## src/rtl/led_scroll_controller.sv

```systemverilog
// Four-digit scrolling message controller: a 16-character buffer that is loaded
// while idle and then rotated through a four-character display window.
module led_scroll_controller #(
  parameter logic [23:0] SCROLL_TICKS = 24'd12500000,
  parameter logic [3:0]  BLANK        = 4'hF
) (
  input  logic        clk,
  input  logic        reset,
  input  logic        wr_en,
  input  logic [3:0]  wr_data,
  output logic        wr_ready,
  input  logic        start,
  input  logic        stop,
  input  logic        clear,
  output logic [15:0] disp_data,
  output logic        disp_update,
  output logic [4:0]  msg_len,
  output logic        busy
);

  typedef enum logic [1:0] {S_IDLE, S_SCROLL, S_PAUSE} state_t;

  localparam logic [15:0] BLANK_WIN = {4{BLANK}};
  localparam logic [23:0] LAST_TICK = SCROLL_TICKS - 24'd1;

  state_t      r_state, w_state_next;
  logic [3:0]  r_buf [16];
  logic [4:0]  r_len, w_len_next;
  logic [3:0]  r_p, w_p_next;
  logic [23:0] r_cnt, w_cnt_next;
  logic [15:0] r_disp, w_disp_next;
  logic        r_upd, w_upd_next;
  logic        r_wr_ready, w_wr_ready_next;
  logic        w_wr_fire;

  // Pointer advance: p < L always, so p+1 can only reach L, never exceed it.
  logic [4:0]  w_p_inc;
  logic [3:0]  w_p_adv;
  logic [3:0]  w_base;
  assign w_p_inc = {1'b0, r_p} + 5'd1;
  assign w_p_adv = (w_p_inc >= r_len) ? 4'd0 : w_p_inc[3:0];
  assign w_base  = (r_state == S_IDLE) ? 4'd0 : w_p_adv;

  // Each window slot is the previous slot plus one, folded once into 0..L-1.
  logic [4:0]  w_idx [4];
  logic [15:0] w_win;
  assign w_idx[0] = {1'b0, w_base};

  genvar gi;
  generate
    for (gi = 1; gi < 4; gi++) begin : g_idx
      logic [4:0] w_sum;
      assign w_sum     = w_idx[gi-1] + 5'd1;
      assign w_idx[gi] = (w_sum >= r_len) ? (w_sum - r_len) : w_sum;
    end
    for (gi = 0; gi < 4; gi++) begin : g_win
      assign w_win[15-4*gi -: 4] = r_buf[w_idx[gi][3:0]];
    end
  endgenerate

  always_comb begin
    w_state_next = r_state;
    w_len_next   = r_len;
    w_p_next     = r_p;
    w_cnt_next   = r_cnt;
    w_disp_next  = r_disp;
    w_upd_next   = 1'b0;
    w_wr_fire    = 1'b0;
    if (clear) begin
      w_state_next = S_IDLE;
      w_len_next   = 5'd0;
      w_p_next     = 4'd0;
      w_cnt_next   = 24'd0;
      w_disp_next  = BLANK_WIN;
      w_upd_next   = (r_disp != BLANK_WIN);
    end else begin
      case (r_state)
        S_IDLE: begin
          if (start && (r_len != 5'd0)) begin
            w_state_next = S_SCROLL;
            w_p_next     = 4'd0;
            w_cnt_next   = 24'd0;
            w_disp_next  = w_win;
            w_upd_next   = 1'b1;
          end else if (wr_en && r_wr_ready) begin
            w_wr_fire  = 1'b1;
            w_len_next = r_len + 5'd1;
          end
        end
        S_SCROLL: begin
          if (stop) begin
            w_state_next = S_PAUSE;
          end else if (r_cnt == LAST_TICK) begin
            w_cnt_next  = 24'd0;
            w_p_next    = w_p_adv;
            w_disp_next = w_win;
            w_upd_next  = 1'b1;
          end else begin
            w_cnt_next = r_cnt + 24'd1;
          end
        end
        S_PAUSE: begin
          if (start) begin
            w_state_next = S_SCROLL;
          end
        end
        default: w_state_next = S_IDLE;
      endcase
    end
    w_wr_ready_next = (w_state_next == S_IDLE) && (w_len_next < 5'd16);
  end

  always_ff @(posedge clk or posedge reset) begin
    if (reset) begin
      r_state    <= S_IDLE;
      r_len      <= 5'd0;
      r_p        <= 4'd0;
      r_cnt      <= 24'd0;
      r_disp     <= BLANK_WIN;
      r_upd      <= 1'b0;
      r_wr_ready <= 1'b0;
    end else begin
      r_state    <= w_state_next;
      r_len      <= w_len_next;
      r_p        <= w_p_next;
      r_cnt      <= w_cnt_next;
      r_disp     <= w_disp_next;
      r_upd      <= w_upd_next;
      r_wr_ready <= w_wr_ready_next;
    end
  end

  // Buffer contents survive reset; only the length is forgotten.
  always_ff @(posedge clk) begin
    if (w_wr_fire) begin
      r_buf[r_len[3:0]] <= wr_data;
    end
  end

  assign wr_ready    = r_wr_ready;
  assign disp_data   = r_disp;
  assign disp_update = r_upd;
  assign msg_len     = r_len;
  assign busy        = (r_state != S_IDLE);

endmodule

```

## config.mk

```make
export PLATFORM = sky130hd
export DESIGN_NAME = led_scroll_controller
export DESIGN_NICKNAME = d
export VERILOG_FILES = /design/src/rtl/led_scroll_controller.sv
export SDC_FILE = /design/constraint.sdc
export NUM_CORES = 1
export LEC_CHECK = 0
export BUFFER_PORTS_ARGS = -buffer_cell sky130_fd_sc_hd__buf_2
export CAP_MARGIN = 20
export CORE_MARGIN = 3
export CORE_UTILIZATION = 55
export CTS_CLUSTER_SIZE = 10
export DETAILED_ROUTE_END_ITERATION = 6
export HOLD_SLACK_MARGIN = 0.02
export PLACE_DENSITY_LB_ADDON = 0.1
export SETUP_SLACK_MARGIN = 0.15
export SYNTH_ARGS = -nofsm -noshare
export SYNTH_HDL_FRONTEND = slang
export SYNTH_SLANG_ARGS = --single-unit
```

## constraint.sdc

```tcl
create_clock -name clk -period 22.5 [get_ports clk]
set_input_delay 2.25 -clock clk [delete_from_list [all_inputs] [get_ports clk]]
set_output_delay 2.25 -clock clk [all_outputs]
set_load 0.02 [all_outputs]
```

==> Yosys cells after proc, flatten, opt, wreduce, memory -nomap -nowiden <==
Memories as Yosys holds them, arrays and structs flattened.
Index checks and enable logic that the tools add are counted.
{ "totals": {"reg_bits": 53, "mem_bits_rw": 64, "input_bits": 10, "output_inout_bits": 24, "wordCells": 79, "mem_count": 1} }
{ "mem_list": {"columns": ["name", "words", "width", "rd", "rd_clocked_by_memory_dff", "wr", "line", "text"], "rows": [
  ["r_buf", 16, 4, 4, 0, 1, "27", "logic [3:0] r_buf [16];"]
]} }
{ "classes": {"addsub": 9, "n_lt_le_gt_ge": 5, "eq_ne": 7, "n_mux": 40, "reduce_logical": 10} }
{ "ops": {"columns": ["op", "count"], "rows": [
  ["$mux 24", 4],
  ["$mux 16", 4],
  ["$pmux 24 s2", 1],
  ["$pmux 16 s2", 1],
  ["$mux 5", 6],
  ["$mux 4", 7],
  ["$add 24x1->24 const B", 1],
  ["$eq 24x24->1 const B", 1],
  ["$ge 5x5->1", 4],
  ["$ne 16x16->1 const B", 1],
  ["$add 5x1->5 const B", 3],
  ["$add 4x1->5 const B", 2],
  ["$mux 1", 10],
  ["$sub 5x5->5", 2],
  ["$mux 2", 4],
  ["$pmux 4 s2", 1],
  ["$ne 3x3->1 const B", 2],
  ["$pmux 2 s3", 1],
  ["$lt 5x5->1 const B", 1],
  ["$reduce_bool 5->1", 1],
  ["$logic_not 2->1", 2],
  ["$reduce_and 4->1", 1],
  ["$sub 4x4->4", 1],
  ["$logic_and 1x1->1", 3],
  ["7 further kinds", 7]
]} }

==> Logic depth before layout (Yosys ltp) <==
An unclocked memory read counts as a cell.
{ "logic_depth": {"word_depth": 18, "ltp_mapped": 41, "mapped_depth_nobuf": 36} }

==> Least setup slack after synthesis <==
Ideal clock, no wire load.
{ "synth_timing": {"kind": "reg2reg", "from": "reg r_p[0]", "to": "reg r_disp[0] (netlist: disp_data[0])", "setup_ns": 0.061, "t_arrival_ns": 10.488, "required_time_ns": 22.439, "path_slack_ns": 11.951, "stages_incl_launch_ff": 41, "n_path_buf": 6, "period_less_slack_ns": 10.549, "cell_sequence": "dfrtp_1 ha_1 xor2_2 ha_1 a211oi_2 o221ai_2 nor3_1 buf_2 buf_1 ha_1 nor3_1 or2_2 ha_1 o21a_1 o31a_1 o22ai_2 nor2_1 a21oi_1 (+5 left out) ha_1 a21o_1 a31oi_1 o21ai_1 mux2i_1 buf_2 ha_1 ha_1 a21o_1 a21o_1 a21o_1 a21oi_1 mux2i_1 clkbuf_1 mux2i_1 mux4_2 mux2i_1 o22a_1"} }
{ "synth_between": {"elab_chain_cells": 18, "word_cells_on_any_way": 22, "cone_classes": "add/sub (7); order compare (4); mux (10); memory (1)"} }
{ "synth_rtl": {"columns": ["item", "line", "text"], "rows": [
  ["start: declaration", "29", "logic [3:0] r_p, w_p_next;"],
  ["start signal: assignment", "125", "r_p <= w_p_next;"],
  ["$add 4x1->5 (*)", "40", "assign w_p_inc = {1'b0, r_p} + 5'd1;"],
  ["$ge 5x5->1", "41", "assign w_p_adv = (w_p_inc >= r_len) ? 4'd0 : w_p_inc[3:0];"],
  ["$mux 4 (*)", "41", null],
  ["$mux 4 (*)", "42", "assign w_base = (r_state == S_IDLE) ? 4'd0 : w_p_adv;"],
  ["$add 4x1->5 (*)", "53", "assign w_sum = w_idx[gi-1] + 5'd1;"],
  ["$sub 5x5->5 / $ge 5x5->1 (equally long branches)", "54", "assign w_idx[gi] = (w_sum >= r_len) ? (w_sum - r_len) : w_sum;"],
  ["$mux 5 (*)", "54", null],
  ["$add 5x1->5 (*)", "53", null],
  ["(+2 left out)", null, null],
  ["$add 5x1->5 (*)", "53", null],
  ["$sub 4x4->4 / $ge 5x5->1 (equally long branches)", "54", null],
  ["$mux 4 (*)", "54", null],
  ["$mem_v2 16x4 (*)", null, null],
  ["$mux 16", "93", "end else if (r_cnt == LAST_TICK) begin"],
  ["$mux 16", "91", "if (stop) begin"],
  ["$pmux 16 s2 (*)", "77", "case (r_state)"],
  ["$mux 16 (*)", "69", "if (clear) begin"],
  ["end signal: assignment", "127", "r_disp <= w_disp_next;"],
  ["end: declaration", "31", "logic [15:0] r_disp, w_disp_next;"]
]} }
Every way passes the cells marked *; elsewhere a longest branch is shown, timed or not. The select of a mux whose other input is x is not followed.
A chain may end at the register's enable or synchronous reset.

==> Final worst setup path <==
{ "layout_timing": {"from": "reg r_p[0]", "to": "reg r_disp[2] (netlist: disp_data[2])"} }
Same word-level chain as after synthesis.

==> impl_metrics.json <==
{
  "status": "completed",
  "cpPeakStageDelay_ns": 0.76,
  "hold_path.class": "flip-flop to flip-flop",
  "remaining_max_slew_budget_at_the_tightest_pin_pct": 23.7,
  "maximum_number_of_pins_on_one_net_before_global_route_repair": 54,
  "drc_errors": 0,
  "end_kind": "flip-flop",
  "slew_viol_final": 0,
  "cts-hold-fix-buffers": 0,
  "min_period_over_period_pct": 52.3,
  "yosys.cell_count.top_type": "sky130_fd_sc_hd__mux2i_1",
  "detailroute.via_count": 6675,
  "cts_buffer_depth": 2,
  "number_of_buffer_cells_added_on_primary_ports": 33,
  "clk_latency_ns": 0.41,
  "insertedDiodeCount": 0,
  "final_hold_viol_count": 0,
  "ant_nets": 0,
  "setup_violations": 0,
  "num-fill-cells": 1129,
  "design_area_um2": 8910,
  "fmax_mhz": 84.9,
  "post_synth_inst_count": 790,
  "timing.critical_path.required_ns": 22.86,
  "grt_setup_unrepaired": "no",
  "synth_top_flop_cell": "sky130_fd_sc_hd__edfxtp_1",
  "pin_count": 34,
  "critical_path_arrival_ns": 12.13,
  "timing.setup.critical_path_class": "flip-flop to flip-flop",
  "drt-vias-per-instance": 6.65,
  "gp_congestion": 1.02,
  "async_reset_ff_share_pct": 45.3,
  "detailedRoute.firstIterationViolations": 860,
  "hold-worst-slack_ns": 0.495,
  "yosys.cell_types.count": 63,
  "area.growth.synth_to_final_pct": 11.6,
  "synth.top_cell.area_share_pct": 24.1,
  "max_capacitance_violation_count": 0,
  "post-synth-top-area-cell": "sky130_fd_sc_hd__edfxtp_1",
  "clkSinkCount": 117,
  "post-place-cells": 969,
  "grt_pass1_wl_um": 36200,
  "timing.critical_path.fanout_max": 35,
  "synthTopCellsByCount": "sky130_fd_sc_hd__mux2i_1 (117), sky130_fd_sc_hd__nand2_1 (90), sky130_fd_sc_hd__edfxtp_1 (64), sky130_fd_sc_hd__nor2_1 (64)",
  "finalNetCount": 853,
  "cts.repair_timing.setup_buffer_count": 0,
  "dp_hpwl_um": 16300,
  "synth_edf_count": 64,
  "critPathLaunchType": "flip-flop",
  "drt-pass1-iter-count": 5,
  "ff_latch_area_um2": 3270,
  "antenna_violations_before_repair": 0,
  "timing.reg2reg.setup_slack_ns": 10.73,
  "all_layer_gr_usage_pct": 29.3,
  "die_width_um": 126,
  "skew_ns": 0.0101,
  "ys_seq_area_share_pct": 40.9,
  "synth_nets": 832,
  "multiInputGateArea_um2": 4500,
  "synth_area_leaders": "sky130_fd_sc_hd__edfxtp_1 (24%), sky130_fd_sc_hd__mux2i_1 (15%), sky130_fd_sc_hd__dfrtp_1 (12%), sky130_fd_sc_hd__dfstp_2 (5.3%), sky130_fd_sc_hd__ha_1 (4.5%)",
  "cts.clk_slew.worst_paths_ns": 0.06,
  "total_cts_buffers": 17,
  "clock_tree.htree_level_count": 4,
  "dominant_cell_type_by_count_on_the_critical_path": "sky130_fd_sc_hd__ha_1",
  "cts-resized-gates": 0,
  "start_util_pct": 56.8,
  "slew_of_the_pin_with_the_lowest_slew_margin_ns": 1.15,
  "syn_avg_cell_area_um2": 10.1,
  "finish.cell_count_without_fillers": 1004,
  "cts_tree": "built",
  "postSynthRegisterBits": 117,
  "cts.root.buffer_cell": "sky130_fd_sc_hd__clkbuf_16",
  "syn-cell-area_um2": 7980,
  "final.setup.tns_ns": 0,
  "grt_pass1_vias": 6493,
  "critPathSlowestCell": "sky130_fd_sc_hd__a21oi_1",
  "wl_um": 23100,
  "placement_rows": 43,
  "post-route-min-period_ns": 11.77,
  "grt_overflow_total": 0,
  "core_region_area_um2": 14000,
  "synth-warning-count": 0,
  "placedInstanceArea_um2": 8310,
  "floorplan.die_area_um2": 16000,
  "final_layout_size_suffix_gt1_share_pct": 14.4,
  "wl_per_cell_um": 23.0,
  "height_of_the_chip_um": 126
}
[stage by stage]
step | setup slack, ns | utilization (%)
2_1_floorplan | 11.95 | -
3_3_place_gp | 11.03 | 59.2
3_5_place_dp | 10.60 | 59.2
4_1_cts | 10.49 | 63.1
5_1_grt | 10.09 | 63.5
6_report | 10.73 | 63.5
[critical path: cells and delay by family, from the launching register on]
kind / cells / cell delay, ns
mux: 4 / 1.16
fa+ha+maj: 7 / 2.49
xor+xnor: 3 / 0.64
buf+inv: 5 / 1.84
simple gates: 6 / 1.02
flops: 1 / 0.48
compound gates: 14 / 4.01
[registers in the layout, indices dropped and copies added, names as in the netlist]
signal / flops
disp_data: 16
disp_update: 1
msg_len: 5
r_buf: 64
r_cnt: 24
r_p: 4
r_state: 2
wr_ready: 1
[layer usage]
metal | routed length [µm] | track usage, % | vias up
li1 | - | - | 3002
met2 | 10700 | 45.1 | 325
met1 | 9650 | 40.0 | 3287
met4 | 873 | 12.2 | 0
met5 | 0 | 0 | -
met3 | 1900 | 6.65 | 61
[final cells by class]
cell class | count | share of cell area, %
timing repair buffer | 44 | 3.09
sequential | 117 | 36.7
tap | 180 | 2.53
clock inverter | 14 | 1.36
inverter | 23 | 0.969
clock buffer | 18 | 4.82
multi-input combinational | 608 | 50.6
[kinds of logic after synthesis]
kind of cell,count (synthesis),synth area share (%)
flip-flops,117,40.9
adder cells (fa/ha/maj),32,5.30
AO/OA/AOI/OAI,170,15.2
AND/OR/NAND/NOR,248,14.5
buffers and inverters,65,3.29
XOR/XNOR,30,3.39
multiplexers,128,17.4
[cells in the final DEF (no fill, tap or decap), types with 9 or more instances in the layout]
cell and instances:
sky130_fd_sc_hd__nand3_1 15, sky130_fd_sc_hd__nor2_1 63, sky130_fd_sc_hd__nand4_1 14, sky130_fd_sc_hd__xnor2_1 15
sky130_fd_sc_hd__xor2_1 14, sky130_fd_sc_hd__buf_4 9, sky130_fd_sc_hd__o211ai_1 28, sky130_fd_sc_hd__clkbuf_16 17
sky130_fd_sc_hd__edfxtp_1 64, sky130_fd_sc_hd__ha_1 29, sky130_fd_sc_hd__dfstp_2 16, sky130_fd_sc_hd__dfrtp_1 37
sky130_fd_sc_hd__o22a_1 13, sky130_fd_sc_hd__a211oi_1 16, sky130_fd_sc_hd__nand2_1 90, sky130_fd_sc_hd__inv_1 22
sky130_fd_sc_hd__a21oi_1 20, sky130_fd_sc_hd__buf_2 33, sky130_fd_sc_hd__o21ai_0 37, sky130_fd_sc_hd__mux2i_1 115
sky130_fd_sc_hd__nor3_1 11, sky130_fd_sc_hd__and2_1 16
[worst paths after layout]
check                                              start                  endpoint  cells after the start
max in group asynchronous                          reset     r_cnt[17]$_DFFE_PP0P_                      3
worst min-delay path            disp_data[8]$_DFFE_PP1P_  disp_data[8]$_DFFE_PP1P_                      2
min in group asynchronous                          reset        r_p[3]$_DFFE_PP0P_                      3
worst min register to register  disp_data[8]$_DFFE_PP1P_  disp_data[8]$_DFFE_PP1P_                      2
worst max-delay path                  r_p[0]$_DFFE_PP0P_  disp_data[2]$_DFFE_PP1P_                     39
worst max register to register        r_p[0]$_DFFE_PP0P_  disp_data[2]$_DFFE_PP1P_                     39
Power is left out: the tool's default activity adds up to more than one toggle a clock period on the data nets, which glitch-free logic cannot reach.
